$ cat src/rtl/vga_sync_pattern_gen.sv
// VGA timing generator with registered pixel/sync outputs one clock behind Xpos/Ypos.
// Optional internal test patterns (bars, checker, gradient) enabled by macro VGA_PATTERN_EN.
module vga_sync_pattern_gen #(
    parameter int unsigned H_ACTIVE = 640,
    parameter int unsigned H_FP     = 16,
    parameter int unsigned H_SYNC   = 96,
    parameter int unsigned H_BP     = 48,
    parameter int unsigned V_ACTIVE = 480,
    parameter int unsigned V_FP     = 10,
    parameter int unsigned V_SYNC   = 2,
    parameter int unsigned V_BP     = 33,
    parameter int unsigned COLOR_W  = 8,
    parameter int unsigned POS_W    = 12,
    parameter int unsigned SYNC_POL = 0
) (
    input  logic               clk,
    input  logic               rst,
    input  logic [3:0]         mode,
    input  logic [COLOR_W-1:0] R_i,
    input  logic [COLOR_W-1:0] G_i,
    input  logic [COLOR_W-1:0] B_i,
    output logic [POS_W-1:0]   Xpos,
    output logic [POS_W-1:0]   Ypos,
    output logic [COLOR_W-1:0] R_o,
    output logic [COLOR_W-1:0] G_o,
    output logic [COLOR_W-1:0] B_o,
    output logic               Hsync,
    output logic               Vsync,
    output logic               Hsync_neg,
    output logic               Vsync_neg,
    output logic               disp_activ,
    output logic               frame_start
);

    localparam int unsigned H_TOTAL = H_ACTIVE + H_FP + H_SYNC + H_BP;
    localparam int unsigned V_TOTAL = V_ACTIVE + V_FP + V_SYNC + V_BP;
    localparam int unsigned CNT_W   = $clog2((H_TOTAL > V_TOTAL) ? H_TOTAL : V_TOTAL);

    localparam logic [CNT_W-1:0] H_LAST = CNT_W'(H_TOTAL - 1);
    localparam logic [CNT_W-1:0] V_LAST = CNT_W'(V_TOTAL - 1);
    localparam logic [CNT_W-1:0] H_ACT  = CNT_W'(H_ACTIVE);
    localparam logic [CNT_W-1:0] V_ACT  = CNT_W'(V_ACTIVE);
    localparam logic [CNT_W-1:0] H_SS   = CNT_W'(H_ACTIVE + H_FP);
    localparam logic [CNT_W-1:0] H_SE   = CNT_W'(H_ACTIVE + H_FP + H_SYNC - 1);
    localparam logic [CNT_W-1:0] V_SS   = CNT_W'(V_ACTIVE + V_FP);
    localparam logic [CNT_W-1:0] V_SE   = CNT_W'(V_ACTIVE + V_FP + V_SYNC - 1);
    localparam logic             SYNC_ACT = (SYNC_POL != 0);

    logic [CNT_W-1:0]   hcnt_q, hcnt_d;
    logic [CNT_W-1:0]   vcnt_q, vcnt_d;
    logic [COLOR_W-1:0] r_q, g_q, b_q;
    logic [COLOR_W-1:0] pix_r, pix_g, pix_b;
    logic               hsync_q, vsync_q, disp_q, fs_q;
    logic               h_act, v_act, pix_act, h_sync_on, v_sync_on, frame_first;

    always_comb begin
        hcnt_d = hcnt_q + CNT_W'(1);
        vcnt_d = vcnt_q;
        if (hcnt_q == H_LAST) begin
            hcnt_d = '0;
            vcnt_d = (vcnt_q == V_LAST) ? '0 : vcnt_q + CNT_W'(1);
        end
    end

    assign h_act       = (hcnt_q < H_ACT);
    assign v_act       = (vcnt_q < V_ACT);
    assign pix_act     = h_act && v_act;
    assign h_sync_on   = (hcnt_q >= H_SS) && (hcnt_q <= H_SE);
    assign v_sync_on   = (vcnt_q >= V_SS) && (vcnt_q <= V_SE);
    assign frame_first = (hcnt_q == '0) && (vcnt_q == '0);

    assign Xpos = POS_W'(hcnt_q);
    assign Ypos = POS_W'(vcnt_q);

`ifdef VGA_PATTERN_EN
    localparam logic [CNT_W+2:0] BAR_DIV = (CNT_W + 3)'(H_ACTIVE);

    logic [3:0]       mode_q, mode_eff;
    logic [CNT_W+2:0] x8;
    logic [2:0]       bar;
    logic             chk;

    // The frame's first pixel already uses the mode being captured at that edge.
    assign mode_eff = frame_first ? mode : mode_q;

    always_ff @(posedge clk or negedge rst) begin
        if (!rst) begin
            mode_q <= '0;
        end else begin
            mode_q <= mode_eff;
        end
    end

    assign x8  = {hcnt_q, 3'b000};
    assign bar = 3'(x8 / BAR_DIV);
    assign chk = Xpos[3] ^ Ypos[3];

    always_comb begin
        pix_r = R_i;
        pix_g = G_i;
        pix_b = B_i;
        case (mode_eff)
            4'd1: begin
                pix_r = bar[2] ? '1 : '0;
                pix_g = bar[1] ? '1 : '0;
                pix_b = bar[0] ? '1 : '0;
            end
            4'd2: begin
                pix_r = chk ? '1 : '0;
                pix_g = chk ? '1 : '0;
                pix_b = chk ? '1 : '0;
            end
            4'd3: begin
                pix_r = COLOR_W'(Xpos);
                pix_g = COLOR_W'(Xpos);
                pix_b = COLOR_W'(Xpos);
            end
            default: ;
        endcase
    end
`else
    logic mode_unused;

    assign mode_unused = ^mode;
    assign pix_r       = R_i;
    assign pix_g       = G_i;
    assign pix_b       = B_i;
`endif

    always_ff @(posedge clk or negedge rst) begin
        if (!rst) begin
            hcnt_q  <= '0;
            vcnt_q  <= '0;
            r_q     <= '0;
            g_q     <= '0;
            b_q     <= '0;
            hsync_q <= ~SYNC_ACT;
            vsync_q <= ~SYNC_ACT;
            disp_q  <= 1'b0;
            fs_q    <= 1'b0;
        end else begin
            hcnt_q  <= hcnt_d;
            vcnt_q  <= vcnt_d;
            r_q     <= pix_act ? pix_r : '0;
            g_q     <= pix_act ? pix_g : '0;
            b_q     <= pix_act ? pix_b : '0;
            hsync_q <= h_sync_on ? SYNC_ACT : ~SYNC_ACT;
            vsync_q <= v_sync_on ? SYNC_ACT : ~SYNC_ACT;
            disp_q  <= pix_act;
            fs_q    <= frame_first;
        end
    end

    assign R_o         = r_q;
    assign G_o         = g_q;
    assign B_o         = b_q;
    assign Hsync       = hsync_q;
    assign Vsync       = vsync_q;
    assign Hsync_neg   = ~hsync_q;
    assign Vsync_neg   = ~vsync_q;
    assign disp_activ  = disp_q;
    assign frame_start = fs_q;

endmodule

$ cat config.mk
export PLATFORM = sky130hd
export DESIGN_NAME = vga_sync_pattern_gen
export DESIGN_NICKNAME = d
export VERILOG_FILES = /design/src/rtl/vga_sync_pattern_gen.sv
export SDC_FILE = /design/constraint.sdc
export NUM_CORES = 1
export LEC_CHECK = 0
export CORE_ASPECT_RATIO = 0.9
export CORE_MARGIN = 1.5
export CORE_UTILIZATION = 34
export CTS_CLUSTER_SIZE = 24
export DETAILED_ROUTE_END_ITERATION = 10
export MAX_ROUTING_LAYER = met4
export PLACE_DENSITY = 0.63
export SYNTH_ARGS = -nofsm -noshare
export SYNTH_HDL_FRONTEND = slang
export SYNTH_SLANG_ARGS = --single-unit
export TNS_END_PERCENT = 20
$ cat constraint.sdc
create_clock -name clk -period 2.2 [get_ports clk]
set_clock_uncertainty 0.05 [all_clocks]
set_input_delay 0.22 -clock clk [delete_from_list [all_inputs] [get_ports clk]]
set_output_delay 0.22 -clock clk [all_outputs]
set_load 0.02 [all_outputs]
==> flow_summary.ini <==
[drt]
dr.first_iter.drc_count = 102
drc = 0
drt-wirelength-per-cell_um = 12.94
via_count = 1501
wl_um = 4154
drtAntennaViolNets = 0
via_per_inst = 4.676
dr.pass1.iters = 4

[synth]
netlist_area_mm2 = 0.002002
syn_avg_cell_area_um2 = 11.71
synth_adder_area_share_pct = 2.500
synth_cell_type_count = 36
yosys.area_share.xor_xnor_pct = 4.813
ys_seq_area_share_pct = 60.12
synth_top_family_by_area = simple AND/OR/NAND/NOR gates
synth_seq_cells = 48
synthMuxAreaShare_pct = 0
synth_compound_area_share_pct = 4.375
ys_warn_count = 0
syn_inst = 171
synthSimpleGateAreaFrac_pct = 23.19

[final_layout]
fin_cells = 321
synthToLayoutAreaGrowth_pct = 45.25
drive_gt1_share_pct = 8.367
stdcell_area_mm2 = 0.002908
antenna_cells = 0
layout_common_cells = 74 x clkdlybuf4s50_1, 46 x dfrtp_1, 26 x and2_1
mostFrequentLayoutCell = clkdlybuf4s50_1
nNetsFinal = 284

[clock_tree]
cts_setup_buffers = 0
clk_pin_slew_ns = 0.09
cts_tree = yes
cts_hold_buf = 1
clock_path_buffers = 2
cts_sinks = 48
cts_resized = 0
numCtsBuffers = 5
root_buffer = clkbuf_8
clk_latency_ns = 0.29
cts_max_level = 2

[critical_path]
cp_max_fo = 12
cp.required_ns = 2.37
end_kind = register
cp.buffers_inverters = 1
critical-path-top-delay-family = simple AND/OR/NAND/NOR gates
worstSetupPathType = reg2reg
cp_slowest_cell = dfrtp_1
arrival_ns = 2.05
slowest_delay_ns = 0.44
critPathLaunchType = register
worstPathCellList = ha_1, and3_2, and3_1, buf_4, a21oi_2, a31oi_1

[timing]
finalCriticalPeriod_ns = 1.879
setup_slack_ns = 0.3210
slew_viol_final = 0
clock.fmax_ghz = 0.5322
hold_viol_final = 0
fin_crit_sh_pct = 85.41
setup_viol = 0
rsz0062_at_grt = no
final.setup.tns_ns = 0

[power_and_ir_drop]
switching_power_uw = 364.9
seq_power_share_pct = 56.3
max-vdd-ir-drop_uv = 342.5
internal-power_uw = 1249
p_comb_share_pct = 9.9
power.leakage_uw = 0.001236
power.total_uw = 1614
netSwitchingFraction_pct = 22.61
clkPwrFrac_pct = 33.8
cellPowerDensity_mw_per_mm2 = 555.0

[placement]
dpl_cell_area_mm2 = 0.002804
place_ws_ns = 0.3239
gp_congestion = 0.8177
port_buffers = 75
placed_cells = 312
dp_hpwl_um = 2893

[min_path]
hold_path_class = in2async

[floorplanning]
start_util_pct = 35.16
coreArea_mm2 = 0.005693
ios = 84
die_y_um = 75.80
die_area_mm2 = 0.006358
die_w_um = 83.89
num_rows = 26

[run_status]
status = completed

[grt]
antenna_found_initial = 0
grt_pass1_vias = 1448
grt_overflow_total = 0
grt_first_pass_wirelength_um = 6879
grt_usage_pct = 14.46
grt_max_degree = 49

[run]
maxCapViolations = 0
-- cells in the mapped netlist --
library cell / number / area, µm²
nand2b_1: 2 / 12.51
a21oi_2: 2 / 17.52
conb_1: 1 / 3.750
nor2_1: 5 / 18.77
and4_1: 1 / 8.760
xor2_1: 4 / 35.03
nand4_1: 7 / 43.79
a21o_1: 2 / 15.01
and4_2: 1 / 10.01
o21ai_0: 5 / 25.02
nor2b_1: 1 / 6.260
dfstp_2: 2 / 52.55
buf_6: 2 / 22.52
and3_2: 4 / 30.03
nand2_1: 7 / 26.28
clkbuf_2: 1 / 5.000
nand3_1: 9 / 45.04
and2_2: 1 / 7.510
or4_1: 1 / 7.510
nor3_1: 2 / 10.01
ha_1: 4 / 50.05
nor2_4: 1 / 11.26
xnor2_1: 7 / 61.31
and3_1: 2 / 12.51
a31oi_1: 1 / 6.260
a31o_1: 1 / 8.760
inv_1: 7 / 26.28
and2_1: 26 / 162.7
and2b_1: 1 / 7.510
a21oi_1: 1 / 5.000
dfrtp_1: 46 / 1151
buf_4: 5 / 37.54
o21ai_1: 2 / 10.01
and4bb_1: 1 / 12.51
nor4_1: 5 / 31.28
buf_2: 1 / 5.000
-- layer usage --
layer	GRT usage, %	share of wire (%)	vias to the layer above
met5	-	0	-
met4	4.372	0.77	0
met3	6.284	9.7	4
met2	21.15	44	64
met1	18.31	46	711
li1	-	-	722
-- worst register-to-register path: cells and delay by family (launching register included) --
kind	cells	cell delay, ns
adder cells (fa/ha/maj)	1	0.23
buffers and inverters	1	0.23
AND/OR/NAND/NOR	2	0.66
flip-flops	1	0.44
AO/OA/AOI/OAI	2	0.20
-- power by group through the flow --
stage          logic, µW  clock network (µW)  registers, µW
2_1_floorplan       25.4                   0            957
3_3_place_gp         162                   0            926
3_5_place_dp         162                   0            927
4_1_cts              164                 571            909
5_1_grt              176                 620            911
6_report             160                 545            909
-- through the flow --
stage               hold WS, ns  util, %
floorplan               -0.1256        -
global placement         0.1779    49.25
detailed placement       0.1779    49.25
CTS                      0.3877    51.08
global route             0.3992    51.08
finish                   0.3740    51.08
-- path summary, 6_finish.rpt --
check | cells after the start | startpoint | slack [ns] | to
max | 6 | hcnt_q[0] | 0.32 | vcnt_q[2]
min | 3 | rst | 0.37 | vcnt_q[8]
max reg2reg | 6 | hcnt_q[0] | 0.32 | vcnt_q[2]
min reg2reg | 1 | vcnt_q[8] | 0.48 | vcnt_q[8]
max in group asynchronous | 3 | rst | 1.46 | Hsync
min in group clk | 2 | R_i[1] | 0.42 | R_o[1]
-- sequential cells by signal, summed over array words and instances (netlist names) --
signal       count
hcnt_q          10
vcnt_q          10
B_o              8
G_o              8
R_o              8
Hsync            1
Vsync            1
disp_activ       1
frame_start      1
-- layout make-up --
class | instances | area, µm²
multi-input combinational | 110 | 713.2
clock inverter | 1 | 7.507
timing repair buffer | 78 | 783.3
inverter | 7 | 26.28
fill | 511 | 2785
tap | 70 | 87.58
sequential | 48 | 1204
clock buffer | 7 | 86.33
-- logic make-up (layout without fill, tap and decap cells) --
family	after synthesis	after routing
AO/OA/AOI/OAI	14	14
XOR/XNOR	11	11
adder cells (fa/ha/maj)	4	4
buffers and inverters	16	93
flip-flops	48	48
other	1	4
AND/OR/NAND/NOR	77	77
Note: power is estimated with default switching activity, not from simulation.
==> RTL edit 1, RTL diff (same settings) <==
Add a define of `VGA_PATTERN_EN`.
--- a/src/rtl/vga_sync_pattern_gen.sv
+++ b/src/rtl/vga_sync_pattern_gen.sv
@@ -1,5 +1,7 @@
 // VGA timing generator with registered pixel/sync outputs one clock behind Xpos/Ypos.
 // Optional internal test patterns (bars, checker, gradient) enabled by macro VGA_PATTERN_EN.
+`define VGA_PATTERN_EN
+
 module vga_sync_pattern_gen #(
     parameter int unsigned H_ACTIVE = 640,
     parameter int unsigned H_FP     = 16,
Behaviour: not the same (Yosys sat finds a counterexample within 4 cycles, from zero or initial values and one cycle with rst low).
==> RTL edit 1 against the unedited design <==
- the run now ends with setup timing left
- global-route usage is 4.6 points higher
- area after synthesis is 62% higher
- via count increased by 100%
- first-iteration DRC count increased by 22%
- die area up 60%
- non-clock buffer count up 75
- highest routed layer unchanged
- count of clock-buffer cells in the layout did not move
- final area grew 65%
- power up 17%
- wire length rose by 120%
- setup slack worse by 1200 ps
- sequential cell count rose by 4
- final cell count up 84%
- critical endpoint is now B_o[1]
==> RTL edit 1: results (changes against the unedited design) <==
gr usage total: 19.1% (+4.6 points)
WHS: 289 ps (-84.9 ps)
setup_tns: -11570 ps (-11570 ps)
Min Clock Period, post-route: 3080 ps (+1200 ps)
WP data arrival: 3270 ps (+1220 ps)
Final WS setup: -883 ps (-1200 ps)
peak supply drop: 0.000289 V (-16%)
Final #Nets: 503 (+77%)
number of distinct library cells after synthesis: 66 (+83%)
status: finished, violations left
vias in the first global route: 2925 (+100%)
Max FO, Critical Path: 8 (-4)
R2R Path Start: hcnt_q[1]
placed inst area: 0.00462 sq mm (+65%)
reg-to-reg endpoint: B_o[1]
WL per Instance: 15.8 microns (+22%)
Cells after Synth: 328 (+92%)
placer's final routability congestion estimate: 0.919 (+12%)
first-pass GRT wire length: 15000 microns (+120%)
Net Sw Power: 472 uW (+29%)
Total Wirelength: 9320 microns (+120%)
failing checks: setup timing
Final Setup Violations: 24 (+24)
vias per inst: 5.14 (+9.9%)
pin count of the biggest net entering global routing: 41 (-16%)
sequential cell area fraction in the yosys report: 40.1% (-20 points)
Post-synth top cells: dfrtp_1 (50), nor2_1 (27), nand2_1 (22)
1st-iter DRT viols: 124 (+22%)
Synth area leaders: dfrtp_1 (38%), o221a_2 (5.9%), o21ai_0 (3.2%), xnor2_1 (3.2%), nor2_1 (3.1%)
## RTL edit 1: cell types whose count changed in the layout (fill, tap and decap cells not counted), moves of 9 or more
cell      before  now
nor2_1         5   25
o21ai_0        5   19
a21oi_1        1   10
o221a_2        0   17
buf_4          1   72
o211ai_1       0    9
nand2_1        7   21
and2_1        26    2
## RTL edit 1: worst max-delay path by stage
stage               cells after the start       from  endpoint  slack, ps
global placement                       12  hcnt_q[1]    B_o[5]       -870
floorplan                              12  hcnt_q[0]    B_o[0]       -910
finish                                 12  hcnt_q[1]    B_o[1]       -880
detailed placement                     12  hcnt_q[1]    B_o[1]       -960
global route                           12  hcnt_q[1]    B_o[5]      -1000
CTS                                    12  hcnt_q[1]    B_o[1]       -870
## RTL edit 1: layout make-up
cell class              instances  area, sq um
inverters                      13         53.8
repair buffers                153         1360
clock inverters                 1         7.51
fillers                       841         4420
multi-input cells             243         1820
flip-flops and latches         52         1310
well taps                     122          153
clock buffers                   7         86.3
## RTL edit 1: cell families after synthesis
family          after synthesis  synth area share [%]
compound gates              103                  25.8
simple gates                108                  18.0
other cells                   1                 0.115
buf+inv                      36                  7.15
xor+xnor                     15                  4.04
flops                        52                  40.1
mux                           8                  2.88
fa+ha+maj                     5                  1.92
## RTL edit 1: through the flow
step | worst slack (ps) | utilization [%]
final | -883 | 52.0
after global routing | -997 | 52.0
after CTS | -872 | 51.7
after detailed placement | -959 | 50.2
after global placement | -865 | 50.2
after floorplan | -907 | -
## RTL edit 1: power by group through the flow
stage | clock network [uW] | logic [uW] | registers, uW
after floorplan | 0 | 81.5 | 1080
after global placement | 0 | 297 | 1030
after detailed placement | 0 | 300 | 1030
after CTS | 597 | 303 | 1010
after global routing | 633 | 322 | 1010
final | 576 | 302 | 1010
## RTL edit 1: worst max-delay path: cells and delay by family (launching register included)
family                   cells  cell delay (ps)
AO/OA/AOI/OAI                4              740
multiplexers                 2              620
buffers and inverters        2              290
AND/OR/NAND/NOR              3              760
flip-flops                   1              430
adder cells (fa/ha/maj)      1              130
## RTL edit 1: routing by layer
metal  up-vias  track usage [%]  wire length [microns]
li1       1475                -                      -
met1      1470             25.7                   4160
met2        81             30.5                   4590
met3        11             2.84                    432
met4         0             4.84                    146
met5         -                -                      0
## RTL edit 1: what timing repair did
| item | CTS | global route |
|---|---|---|
| pin swaps | 2 | 3 |
| resized for setup | 13 | 4 |
| hold buffers | 1 | 0 |
| endpoints found under the setup margin | 24 | 25 |
| endpoints found under the hold margin | 11 | 0 |
==> RTL edit 2, RTL diff (config.mk and constraints unchanged) <==
Without the edit above. Register the outputs `Xpos`, `Ypos`, `Hsync_neg` and `Vsync_neg`, with the module's reset; this adds one clock of latency there. The other outputs are not delayed to match. Comments in the files are not updated.
--- a/src/rtl/vga_sync_pattern_gen.sv
+++ b/src/rtl/vga_sync_pattern_gen.sv
@@ -69,8 +69,6 @@
     assign v_sync_on   = (vcnt_q >= V_SS) && (vcnt_q <= V_SE);
     assign frame_first = (hcnt_q == '0) && (vcnt_q == '0);
 
-    assign Xpos = POS_W'(hcnt_q);
-    assign Ypos = POS_W'(vcnt_q);
 
 `ifdef VGA_PATTERN_EN
     localparam logic [CNT_W+2:0] BAR_DIV = (CNT_W + 3)'(H_ACTIVE);
@@ -156,8 +154,19 @@
     assign B_o         = b_q;
     assign Hsync       = hsync_q;
     assign Vsync       = vsync_q;
-    assign Hsync_neg   = ~hsync_q;
-    assign Vsync_neg   = ~vsync_q;
+    always_ff @(posedge clk or negedge rst) begin
+        if (!rst) begin
+            Xpos      <= '0;
+            Ypos      <= '0;
+            Hsync_neg <= '0;
+            Vsync_neg <= '0;
+        end else begin
+            Xpos      <= POS_W'(hcnt_q);
+            Ypos      <= POS_W'(vcnt_q);
+            Hsync_neg <= ~hsync_q;
+            Vsync_neg <= ~vsync_q;
+        end
+    end
     assign disp_activ  = disp_q;
     assign frame_start = fs_q;
 
Formal check against the unedited RTL: not equivalent (Yosys sat finds a counterexample within 4 cycles, from zero or initial values and one cycle with rst low).
==> RTL edit 2 against the unedited design <==
- via count grew 12%
- fmax shrank 0.45%
- wire length grew 23%
- power grew 56%
- setup slack lost 8.6 ps
- area after synthesis grew 27%
- sequential cell count grew 22
- synthesized cell count grew 13%
- clock power grew 89%
- final area grew 24%
- largest cell class unchanged
- highest routed layer unchanged
==> RTL edit 2: results (changes against the unedited design) <==
top layer used by detailed routing: met4
gr usage total: 13.7% (-0.73 points)
WP data arrival: 2100 ps (+50 ps)
metal2 WL: 2130 microns (+17%)
CTS Root Cell: clkbuf_8
Total Wirelength: 5130 microns (+23%)
Cells after Synth: 193 (+13%)
number of buffers created by CTS: 9 (+4)
number of distinct library cells after synthesis: 36 (unchanged)
slowest CP cell: and3_1
clk buf depth: 2 (unchanged)
Hold/Removal Path Class: in2reg
DRT Pass-1 Iters: 4 (unchanged)
Leak: 0.00159 uW (+29%)
placed inst area: 0.00338 sq mm (+21%)
Post-synth top cells: dfrtp_1 (68), and2_1 (26), nand3_1 (9)
dpl ws: 316 ps (-7.88 ps)
sequential cell area fraction in the yosys report: 68.7% (+8.6 points)
non-filler cells, final: 374 (+17%)
pin count of the biggest net entering global routing: 71 (+45%)
Reg clk slew, reported paths: 70 ps (-20 ps)
layout cell share with drive strength beyond 1: 10.3% (+2.0 points)
PortBufs: 75 (unchanged)
first-pass GRT wire length: 7970 microns (+16%)
DP HPWL: 3450 microns (+19%)
Final #Nets: 310 (+9.2%)
Ys Warns: 0 (unchanged)
peak supply drop: 0.000271 V (-21%)
diodes inserted: 0 (unchanged)
Cell Count Post-Placement: 357 (+14%)
status: completed
antenna violations before repair: 0 (unchanged)
vias in the first global route: 1611 (+11%)
placer's final routability congestion estimate: 0.809 (-1.1%)
1st-iter DRT viols: 90 (-12%)
ys flop type: dfrtp_1
met3 WL post-DR: 466 microns (+15%)
post_cts resized: 0 (unchanged)
Synth area leaders: dfrtp_1 (67%), and2_1 (6.4%), xnor2_1 (2.4%), dfstp_2 (2.1%), ha_1 (2.0%)
clk_lat worst skew: 340 ps (+50 ps)
Metal-1 WL: 2440 microns (+28%)
asr flop ratio synth: 100% (unchanged)
drc violations: 0 (unchanged)
hold_buf cts: 1 (unchanged)
vias: 1680 (+12%)
H-tree levels: 3 (+1)
RTL edit 2: cell count changes after synthesis, sizes merged:
cell   change
dfrtp     +22
RTL edit 2: worst paths after layout:
check | cells after the start | slack, ps | endpoint | startpoint
hold / removal | 2 | 380 | G_o[3] | G_i[3]
hold reg to reg | 1 | 380 | Hsync_neg | Hsync
setup reg to reg | 6 | 310 | vcnt_q[2] | hcnt_q[0]
min in group asynchronous | 3 | 400 | vcnt_q[2] | rst
setup / recovery | 6 | 310 | vcnt_q[2] | hcnt_q[0]
max in group asynchronous | 3 | 1390 | Hsync | rst
RTL edit 2: where the power goes:
group,leakage (uW),switching (uW),internal (uW),total (uW)
combinational,0.000602,77.3,89.8,167
sequential,0.000886,5.62,1310,1310
clock,0.000106,449,580,1030
total,0.00159,532,1980,2510
RTL edit 2: worst reg2reg max path, stage by stage, from the launching register on:
cell	delay, ps
dfrtp_1	430
ha_1	230
and3_2	230
and3_1	460
buf_4	230
a21oi_2	50
a31oi_1	140
RTL edit 2: layer usage:
| metal | GRT usage, % | vias to the layer above |
|---|---|---|
| met5 | - | - |
| met4 | 9.36 | 0 |
| met3 | 3.58 | 10 |
| met2 | 18.6 | 74 |
| met1 | 17.9 | 792 |
| li1 | - | 804 |
RTL edit 2: logic make-up (layout without fill, tap and decap cells):
kind of cell	count (synthesis)	after routing	synth area share, %
buf+inv	16	101	3.77
simple gates	77	77	18.2
fa+ha+maj	4	4	1.96
other cells	1	4	0.147
xor+xnor	11	11	3.77
compound gates	14	14	3.43
flops	70	70	68.7
RTL edit 2: cell type report:
class                   count  area [sq um]
fillers                   654          3550
flip-flops and latches     70          1750
repair buffers             78           783
multi-input cells         110           713
clock buffers              12           155
well taps                  93           116
clock inverters             4          45.0
inverters                   7          26.3
